File: src/rtl/bitstream_loader_if.sv
// -----------------------------------------------------------------------------
// bitstream_loader_if
//   Word-stream handshake between a bitstream source and the loader.
//   Parameter WORD_W : width of one bitstream word.
//   Signals:
//     word_in    - bitstream word (source -> loader)
//     word_valid - word_in carries a valid word (source -> loader)
//     word_ready - loader takes word_in this cycle (loader -> source)
//   Modports: master = word source, slave = loader.
// -----------------------------------------------------------------------------
interface bitstream_loader_if #(
  parameter int WORD_W = 32
);
  logic [WORD_W-1:0] word_in;
  logic              word_valid;
  logic              word_ready;

  modport master (
    output word_in,
    output word_valid,
    input  word_ready
  );

  modport slave (
    input  word_in,
    input  word_valid,
    output word_ready
  );
endinterface

File: src/rtl/bitstream_loader.sv
// -----------------------------------------------------------------------------
// bitstream_loader
//   Feeds the fabric core's serial configuration chain. Parallel words arrive
//   over a valid/ready handshake and are serialized LSB-first onto prog_in with
//   prog_en, one bit per prog_clk cycle. Bit 0 of word 0 enters the chain first.
//   After BITSTREAM_LEN bits the loader sits in DONE with done raised.
//
//   Parameters:
//     BITSTREAM_LEN - total chain length in bits
//     WORD_W        - input word width (ceil(BITSTREAM_LEN/WORD_W) words/load)
//   Ports:
//     prog_clk  - only clock, rising edge
//     prog_rst  - synchronous active-high reset
//     start     - single-cycle load request (honoured in IDLE/DONE only)
//     word_if   - slave side of the word handshake (word_in/valid/ready)
//     prog_in   - registered serial data to the chain
//     prog_en   - registered shift enable to the chain
//     busy      - load in progress (FETCH or SHIFT)
//     done      - last load completed, sticky until start or reset
//     crc       - CRC-16/XMODEM of every shifted bit
//
//   Build option: define LOADER_CRC_EN to build the CRC; without it crc is
//   tied to zero and no CRC logic exists.
// -----------------------------------------------------------------------------
module bitstream_loader #(
  parameter int BITSTREAM_LEN = 4416,
  parameter int WORD_W        = 32
) (
  input  logic               prog_clk,
  input  logic               prog_rst,
  input  logic               start,
  bitstream_loader_if.slave  word_if,
  output logic               prog_in,
  output logic               prog_en,
  output logic               busy,
  output logic               done,
  output logic [15:0]        crc
);

  localparam int CNT_W = $clog2(BITSTREAM_LEN + 1);
  localparam int IDX_W = (WORD_W > 1) ? $clog2(WORD_W) : 1;
  localparam logic [CNT_W-1:0] LAST_BIT = CNT_W'(BITSTREAM_LEN - 1);
  localparam logic [IDX_W-1:0] LAST_IDX = IDX_W'(WORD_W - 1);

  typedef enum logic [1:0] {
    IDLE  = 2'd0,
    FETCH = 2'd1,
    SHIFT = 2'd2,
    DONE  = 2'd3
  } state_t;

  state_t            state_r;
  state_t            state_nxt_s;
  // shreg_r holds the bits not yet placed on prog_in; bit 0 of the current
  // word is already in prog_in_r when the word is accepted.
  logic [WORD_W-1:0] shreg_r;
  // total_cnt_r / bit_idx_r index the bit currently shown on prog_in in SHIFT.
  logic [CNT_W-1:0]  total_cnt_r;
  logic [IDX_W-1:0]  bit_idx_r;
  logic              prog_in_r;
  logic              prog_en_r;
  logic              busy_r;
  logic              done_r;

  logic              last_bit_s;
  logic              end_word_s;
  logic              word_ready_s;
  logic              accept_s;
  logic              start_s;

  assign last_bit_s = (total_cnt_r == LAST_BIT);
  assign end_word_s = (bit_idx_r == LAST_IDX);
  assign accept_s   = word_ready_s & word_if.word_valid;
  assign start_s    = start & ((state_r == IDLE) || (state_r == DONE));

  // FSM state register
  always_ff @(posedge prog_clk) begin
    if (prog_rst) begin
      state_r <= IDLE;
    end else begin
      state_r <= state_nxt_s;
    end
  end

  // FSM next-state logic
  always_comb begin
    state_nxt_s = state_r;
    case (state_r)
      IDLE: begin
        if (start) state_nxt_s = FETCH;
        else       state_nxt_s = IDLE;
      end
      FETCH: begin
        if (accept_s) state_nxt_s = SHIFT;
        else          state_nxt_s = FETCH;
      end
      SHIFT: begin
        if (last_bit_s)      state_nxt_s = DONE;
        else if (!end_word_s) state_nxt_s = SHIFT;
        else if (accept_s)   state_nxt_s = SHIFT;
        else                 state_nxt_s = FETCH;
      end
      DONE: begin
        if (start) state_nxt_s = FETCH;
        else       state_nxt_s = DONE;
      end
      default: state_nxt_s = IDLE;
    endcase
  end

  // FSM output logic: ready depends only on state and counters
  always_comb begin
    word_ready_s = 1'b0;
    case (state_r)
      FETCH:   word_ready_s = 1'b1;
      SHIFT:   word_ready_s = end_word_s && !last_bit_s;
      default: word_ready_s = 1'b0;
    endcase
  end

  // Shift register, bit counters and registered chain pins
  always_ff @(posedge prog_clk) begin
    if (prog_rst) begin
      shreg_r     <= '0;
      total_cnt_r <= '0;
      bit_idx_r   <= '0;
      prog_in_r   <= 1'b0;
      prog_en_r   <= 1'b0;
    end else begin
      // Pins idle low unless a bit is presented below.
      prog_in_r <= 1'b0;
      prog_en_r <= 1'b0;
      if (start_s) begin
        total_cnt_r <= '0;
        bit_idx_r   <= '0;
      end else if (accept_s) begin
        // Present bit 0 immediately so a word accepted at edge k shows its
        // first bit in the following cycle; this also keeps reloads gapless.
        shreg_r   <= {1'b0, word_if.word_in[WORD_W-1:1]};
        prog_in_r <= word_if.word_in[0];
        prog_en_r <= 1'b1;
        bit_idx_r <= '0;
        if (state_r == SHIFT) total_cnt_r <= total_cnt_r + CNT_W'(1);
        else                  total_cnt_r <= total_cnt_r;
      end else if ((state_r == SHIFT) && !last_bit_s) begin
        total_cnt_r <= total_cnt_r + CNT_W'(1);
        if (!end_word_s) begin
          shreg_r   <= {1'b0, shreg_r[WORD_W-1:1]};
          prog_in_r <= shreg_r[0];
          prog_en_r <= 1'b1;
          bit_idx_r <= bit_idx_r + IDX_W'(1);
        end else begin
          // Word exhausted with no replacement: stall in FETCH.
          bit_idx_r <= bit_idx_r;
        end
      end else begin
        // Last bit or waiting: counters hold; partial-word leftovers dropped.
        total_cnt_r <= total_cnt_r;
        bit_idx_r   <= bit_idx_r;
      end
    end
  end

  // Registered status flags, aligned with the state register
  always_ff @(posedge prog_clk) begin
    if (prog_rst) begin
      busy_r <= 1'b0;
      done_r <= 1'b0;
    end else begin
      busy_r <= (state_nxt_s == FETCH) || (state_nxt_s == SHIFT);
      done_r <= (state_nxt_s == DONE);
    end
  end

  assign word_if.word_ready = word_ready_s;
  assign prog_in            = prog_in_r;
  assign prog_en            = prog_en_r;
  assign busy               = busy_r;
  assign done               = done_r;

`ifdef LOADER_CRC_EN
  // CRC-16/XMODEM single-bit step: MSB feedback, poly 0x1021.
  function automatic logic [15:0] crc16_step(input logic [15:0] crc_i,
                                              input logic        bit_i);
    logic fb;
    fb = crc_i[15] ^ bit_i;
    return {crc_i[14:0], 1'b0} ^ (fb ? 16'h1021 : 16'h0000);
  endfunction

  logic [15:0] crc_r;

  // CRC over every bit presented with prog_en, cleared by an accepted start
  always_ff @(posedge prog_clk) begin
    if (prog_rst) begin
      crc_r <= 16'h0000;
    end else if (start_s) begin
      crc_r <= 16'h0000;
    end else if (prog_en_r) begin
      crc_r <= crc16_step(crc_r, prog_in_r);
    end else begin
      crc_r <= crc_r;
    end
  end

  assign crc = crc_r;
`else
  assign crc = 16'h0000;
`endif

endmodule

File: src/flat_wrapper.sv
// flat-port wrapper written by rule: the top's interface ports become plain ports
module bitstream_loader_flat 
#(
  parameter int BITSTREAM_LEN = 4416,
  parameter int WORD_W        = 32
)
  (prog_clk, prog_rst, start, prog_in, prog_en, busy, done, crc, word_if_word_in, word_if_word_valid, word_if_word_ready);
  bitstream_loader_if #(.WORD_W(WORD_W)) word_if_i ();
  input  logic prog_clk;
  input  logic prog_rst;
  input  logic start;
  output logic prog_in;
  output logic prog_en;
  output logic busy;
  output logic done;
  output logic [15:0] crc;
  input wire logic [$bits(word_if_i.word_in)-1:0] word_if_word_in;
  input wire logic [$bits(word_if_i.word_valid)-1:0] word_if_word_valid;
  output wire logic [$bits(word_if_i.word_ready)-1:0] word_if_word_ready;
  assign word_if_i.word_in = word_if_word_in;
  assign word_if_i.word_valid = word_if_word_valid;
  assign word_if_word_ready = word_if_i.word_ready;
  bitstream_loader #(.BITSTREAM_LEN(BITSTREAM_LEN), .WORD_W(WORD_W)) u_core (.prog_clk(prog_clk), .prog_rst(prog_rst), .start(start), .word_if(word_if_i), .prog_in(prog_in), .prog_en(prog_en), .busy(busy), .done(done), .crc(crc));
endmodule
File: config.mk
export PLATFORM = sky130hd
export DESIGN_NAME = bitstream_loader_flat
export DESIGN_NICKNAME = d
export VERILOG_FILES = /design/src/rtl/bitstream_loader_if.sv /design/src/rtl/bitstream_loader.sv /design/src/flat_wrapper.sv
export SDC_FILE = /design/constraint.sdc
export NUM_CORES = 1
export LEC_CHECK = 0
export BUFFER_PORTS_ARGS = -buffer_cell sky130_fd_sc_hd__clkbuf_2
export CAP_MARGIN = 20
export CORE_MARGIN = 5
export CORE_UTILIZATION = 30
export CTS_BUF_LIST = sky130_fd_sc_hd__clkbuf_16
export DETAILED_ROUTE_END_ITERATION = 16
export PLACE_DENSITY = 0.57
export SKIP_LAST_GASP = 1
export SYNTH_ARGS = -nofsm -noshare
export SYNTH_HDL_FRONTEND = slang
export SYNTH_SLANG_ARGS = --single-unit
File: constraint.sdc
create_clock -name prog_clk -period 3.3 [get_ports prog_clk]
set_clock_uncertainty 0.15 [all_clocks]
set_input_delay 0.66 -clock prog_clk [delete_from_list [all_inputs] [get_ports prog_clk]]
set_output_delay 0.66 -clock prog_clk [all_outputs]
set_load 0.05 [all_outputs]
==> impl_results.md <==
- Timing endpoint of the critical path: word_if_word_ready
- Layout cell share with drive strength beyond 1: 21.48%
- Vias in the first global route: 3237
- Maximum number of pins on one net before global-route repair: 35
- Buffering stage count on the worst path with inverters included: 1
- Post-CTS Hold Fix Bufs: 0
- Depth of the most critical reg-to-reg path: 6
- Sum of routed wire length over all layers: 9831 um
- Largest fanout on the critical path: 7
- Net total in the final layout: 492
- Clock buffer count from CTS: 5
- Post-detailed-route DRC marker count: 0
- Endpoint arrival time on the critical path: 2230 ps
- Later-pin clock latency in the skew report: 300 ps
- Final critical-path required period: 3042 ps
- Sequential cell area fraction in the yosys report: 30.44%
- Number of cells on the critical path: 5
- Core region area: 11910 sq um
- Top Family by Delay on Critical Path: simple AND/OR/NAND/NOR gates
- Number of non-filler instances in the completed layout: 594
- Number of max-cap violations: 0
- Overall routing resource usage: 13.50%
- Total via count in the routed design: 3335
- Slowest stage cell on the critical path: sky130_fd_sc_hd__or4b_1
- CP Cell Sequence: or4b_1 -> or3_1 -> a31oi_1 -> nor2b_1 -> clkbuf_2
- Initial antenna violation count: 0
- Final core occ: 33.65%
- Count of unique library cells instantiated by Yosys: 44
- Number of stages on the worst hold path: 2
- Crit start category: register
- Leakage power summed over all cells: 0.001229 uW
- Post-route setup TNS: 0 ps
- Post-detailed-route via-to-cell ratio: 5.614
- Type of the worst min-delay path: reg -> reg
- Clock transition time at the flip-flop clock pins of the worst setup and hold paths: 70 ps
- DIE AREA: 14350 sq um
- Final setup slack of the worst path: 257.5 ps
- RePlAce Congestion: 0.7590
- CTS tree: done
- Launching instance or port of the critical path: u_core.total_cnt_r[8]
- Worst max-slew margin expressed relative to the limit: 40.65%
- Maximum count of clock buffers along a single path: 2
- Mapped Avg Cell Area: 8.373 sq um
- Worst reg2reg path startpoint: u_core.total_cnt_r[8]
- Die width: 119.8 um
- First-pass GRT wire length: 15970 um
- Final number of setup-violating endpoints: 0
- Number of input and output port buffers inserted: 40
- Overflow left after global routing: 0
- Worst setup path class: reg -> out
- FF-to-FF End: u_core.total_cnt_r[5]
- Synthesis-to-finish area growth: 10.79%
- Maximum single-stage delay on the critical path: 490 ps
- Slew Limit Fails: 0
- Internal reg-to-reg setup slack: 540 ps
- Pre-CTS setup slack: 594.4 ps
- Max Clk Rate: 328.7 MHz
- Number of resized instances in the post-cts repair step: 0
- Initial cell density of the core: 30.37%
- Post-CTS setup repair buffer count: 0
- Predominant post-synthesis flop cell: sky130_fd_sc_hd__dfxtp_1
- Final hold vios: 0
- Fraction of the cycle the final worst path needs: 92.20%
- Drt pass-1 iters: 4
- Critical path data required time: 2490 ps
- Placed wire-length estimate after detailed placement: 6395 um
- Antenna fix cells: 0
- Filler Cells Inserted: 1276
- Cell Rows: 40
- Count of synthesis-stage warnings from yosys: 0
- Actual slew at the worst max-slew pin: 878.7 ps
- Initial detailed-routing violation count: 310
- Fraction of synthesis flops using an asynchronous set or reset pin: 0%
- Category of the worst setup path capture point: output pin
- Mapped Cells: 432
- RSZ-0062 raised after global routing: false
- Final ANT Viol Nets: 0
- CTS Sinks: 55
- Total I/O pin count: 57
- Number of H-tree levels: 2
- Cell at the root of the clock tree: sky130_fd_sc_hd__clkbuf_16
- Chip height: 119.8 um
- Routed wirelength normalized by instance count: 16.55 um
- DP Cell Count: 588
- IR drop worst, VDD: 0.1830 mV
- Power density relative to cell area: 359.5 nW/um^2
- Number of synthesized flops with an enable pin: 0
- Outcome: finished clean
- Combined area of all synthesized cells: 3617 sq um
- Number of synthesized register bits: 55
[cells in the final DEF (no fill, tap or decap), types with 2 or more instances in the layout]
master / synthesis / layout
sky130_fd_sc_hd__a211oi_1: 34 / 34
sky130_fd_sc_hd__a21o_1: 2 / 2
sky130_fd_sc_hd__a21oi_1: 42 / 42
sky130_fd_sc_hd__a311oi_2: 29 / 29
sky130_fd_sc_hd__and2_1: 2 / 2
sky130_fd_sc_hd__and3_1: 3 / 3
sky130_fd_sc_hd__and4_1: 3 / 3
sky130_fd_sc_hd__buf_4: 16 / 19
sky130_fd_sc_hd__clkbuf_16: 0 / 5
sky130_fd_sc_hd__clkbuf_2: 0 / 40
sky130_fd_sc_hd__conb_1: 1 / 16
sky130_fd_sc_hd__dfxtp_1: 55 / 55
sky130_fd_sc_hd__ha_1: 8 / 8
sky130_fd_sc_hd__inv_1: 7 / 8
sky130_fd_sc_hd__nand2_1: 9 / 9
sky130_fd_sc_hd__nand2b_1: 31 / 31
sky130_fd_sc_hd__nand3_1: 39 / 39
sky130_fd_sc_hd__nand4_1: 5 / 5
sky130_fd_sc_hd__nand4b_1: 2 / 2
sky130_fd_sc_hd__nor2_1: 7 / 7
sky130_fd_sc_hd__nor2b_1: 9 / 9
sky130_fd_sc_hd__nor4_1: 33 / 33
sky130_fd_sc_hd__o21ai_0: 5 / 5
sky130_fd_sc_hd__o21ai_1: 8 / 8
sky130_fd_sc_hd__or3_1: 9 / 9
sky130_fd_sc_hd__or4_1: 3 / 3
sky130_fd_sc_hd__or4b_1: 2 / 2
sky130_fd_sc_hd__xor2_1: 5 / 5
[cells by family (layout without fill, tap and decap cells)]
group | count (synthesis) | in the layout | share of synthesized area, %
buf+inv | 72 | 72 | 9.789
compound gates | 130 | 130 | 29.37
mux | 1 | 1 | 0.2767
simple gates | 159 | 159 | 25.80
fa+ha+maj | 8 | 8 | 2.767
other cells | 1 | 16 | 0.1037
xor+xnor | 6 | 6 | 1.453
flops | 55 | 55 | 30.44
[final cells by class]
type | instances | area [sq um] | share of cell area, %
multi-input cells | 320 | 2225 | 55.51
flip-flops and latches | 55 | 1101 | 27.47
repair buffers | 59 | 342.8 | 8.554
well taps | 147 | 183.9 | 4.589
clock buffers | 5 | 125.1 | 3.122
inverters | 7 | 26.28 | 0.6556
clock inverters | 1 | 3.754 | 0.09366
[per-stage QoR]
step           total power [uW]  cell area, sq um  hold slack, ps
5_1_grt                    1506              4008           351.4
6_report                   1441              4008           331.9
3_5_place_dp              950.9              3879           314.5
2_1_floorplan             907.6              3674           278.2
3_3_place_gp              947.9              3879           315.7
4_1_cts                    1457              4008           330.8
[power breakdown]
part / total, uW / leakage, uW / internal (uW) / switching [uW]
clock network: 504 / 0.0000669 / 271 / 233
logic: 236 / 0.000718 / 83.8 / 153
registers: 700 / 0.000445 / 685 / 15.2
total: 1440 / 0.00123 / 1040 / 401
[routing by layer]
| layer | vias to the layer above | wire [um] | GRT usage (%) |
|---|---|---|---|
| met2 | 76 | 4617 | 21.96 |
| met3 | 12 | 405 | 2.686 |
| met1 | 1602 | 4648 | 17.96 |
| li1 | 1645 | - | - |
| met4 | 0 | 160 | 4.366 |
| met5 | - | 0 | 0 |
[registers in the layout, summed over array words and instances, names as in the netlist]
| signal | cells |
|---|---|
| u_core.bit_idx_r | 5 |
| u_core.busy | 1 |
| u_core.done | 1 |
| u_core.prog_en | 1 |
| u_core.prog_in | 1 |
| u_core.shreg_r | 31 |
| u_core.state_r | 2 |
| u_core.total_cnt_r | 13 |
[cells in the mapped netlist (8+ instances only)]
cell type / instances / area (sq um)
sky130_fd_sc_hd__o21ai_1: 8 / 40.04
sky130_fd_sc_hd__nand3_1: 39 / 195.2
sky130_fd_sc_hd__a21oi_1: 42 / 210.2
sky130_fd_sc_hd__clkbuf_1: 44 / 165.2
sky130_fd_sc_hd__buf_4: 16 / 120.1
sky130_fd_sc_hd__nand2b_1: 31 / 193.9
sky130_fd_sc_hd__ha_1: 8 / 100.1
sky130_fd_sc_hd__a311oi_2: 29 / 435.4
sky130_fd_sc_hd__or3_1: 9 / 56.30
sky130_fd_sc_hd__nor2b_1: 9 / 56.30
sky130_fd_sc_hd__dfxtp_1: 55 / 1101
sky130_fd_sc_hd__nand2_1: 9 / 33.78
sky130_fd_sc_hd__a211oi_1: 34 / 255.2
sky130_fd_sc_hd__nor4_1: 33 / 206.5
[worst min-delay path by stage]
stage	slack, ps	endpoint	from
after floorplan	280	u_core.prog_in	u_core.shreg_r[0]
after global placement	320	u_core.prog_in	u_core.shreg_r[0]
after detailed placement	310	u_core.prog_in	u_core.shreg_r[0]
after CTS	330	u_core.prog_in	u_core.shreg_r[0]
after global routing	350	u_core.bit_idx_r[4]	u_core.bit_idx_r[4]
final	330	u_core.prog_in	u_core.shreg_r[0]
[worst min-delay path: cells and delay by family, from the launching register on]
| family | cells | cell delay (ps) |
|---|---|---|
| compound gates | 1 | 60 |
| flops | 1 | 320 |
| simple gates | 1 | 60 |
Power figures use the tool's default switching activity.
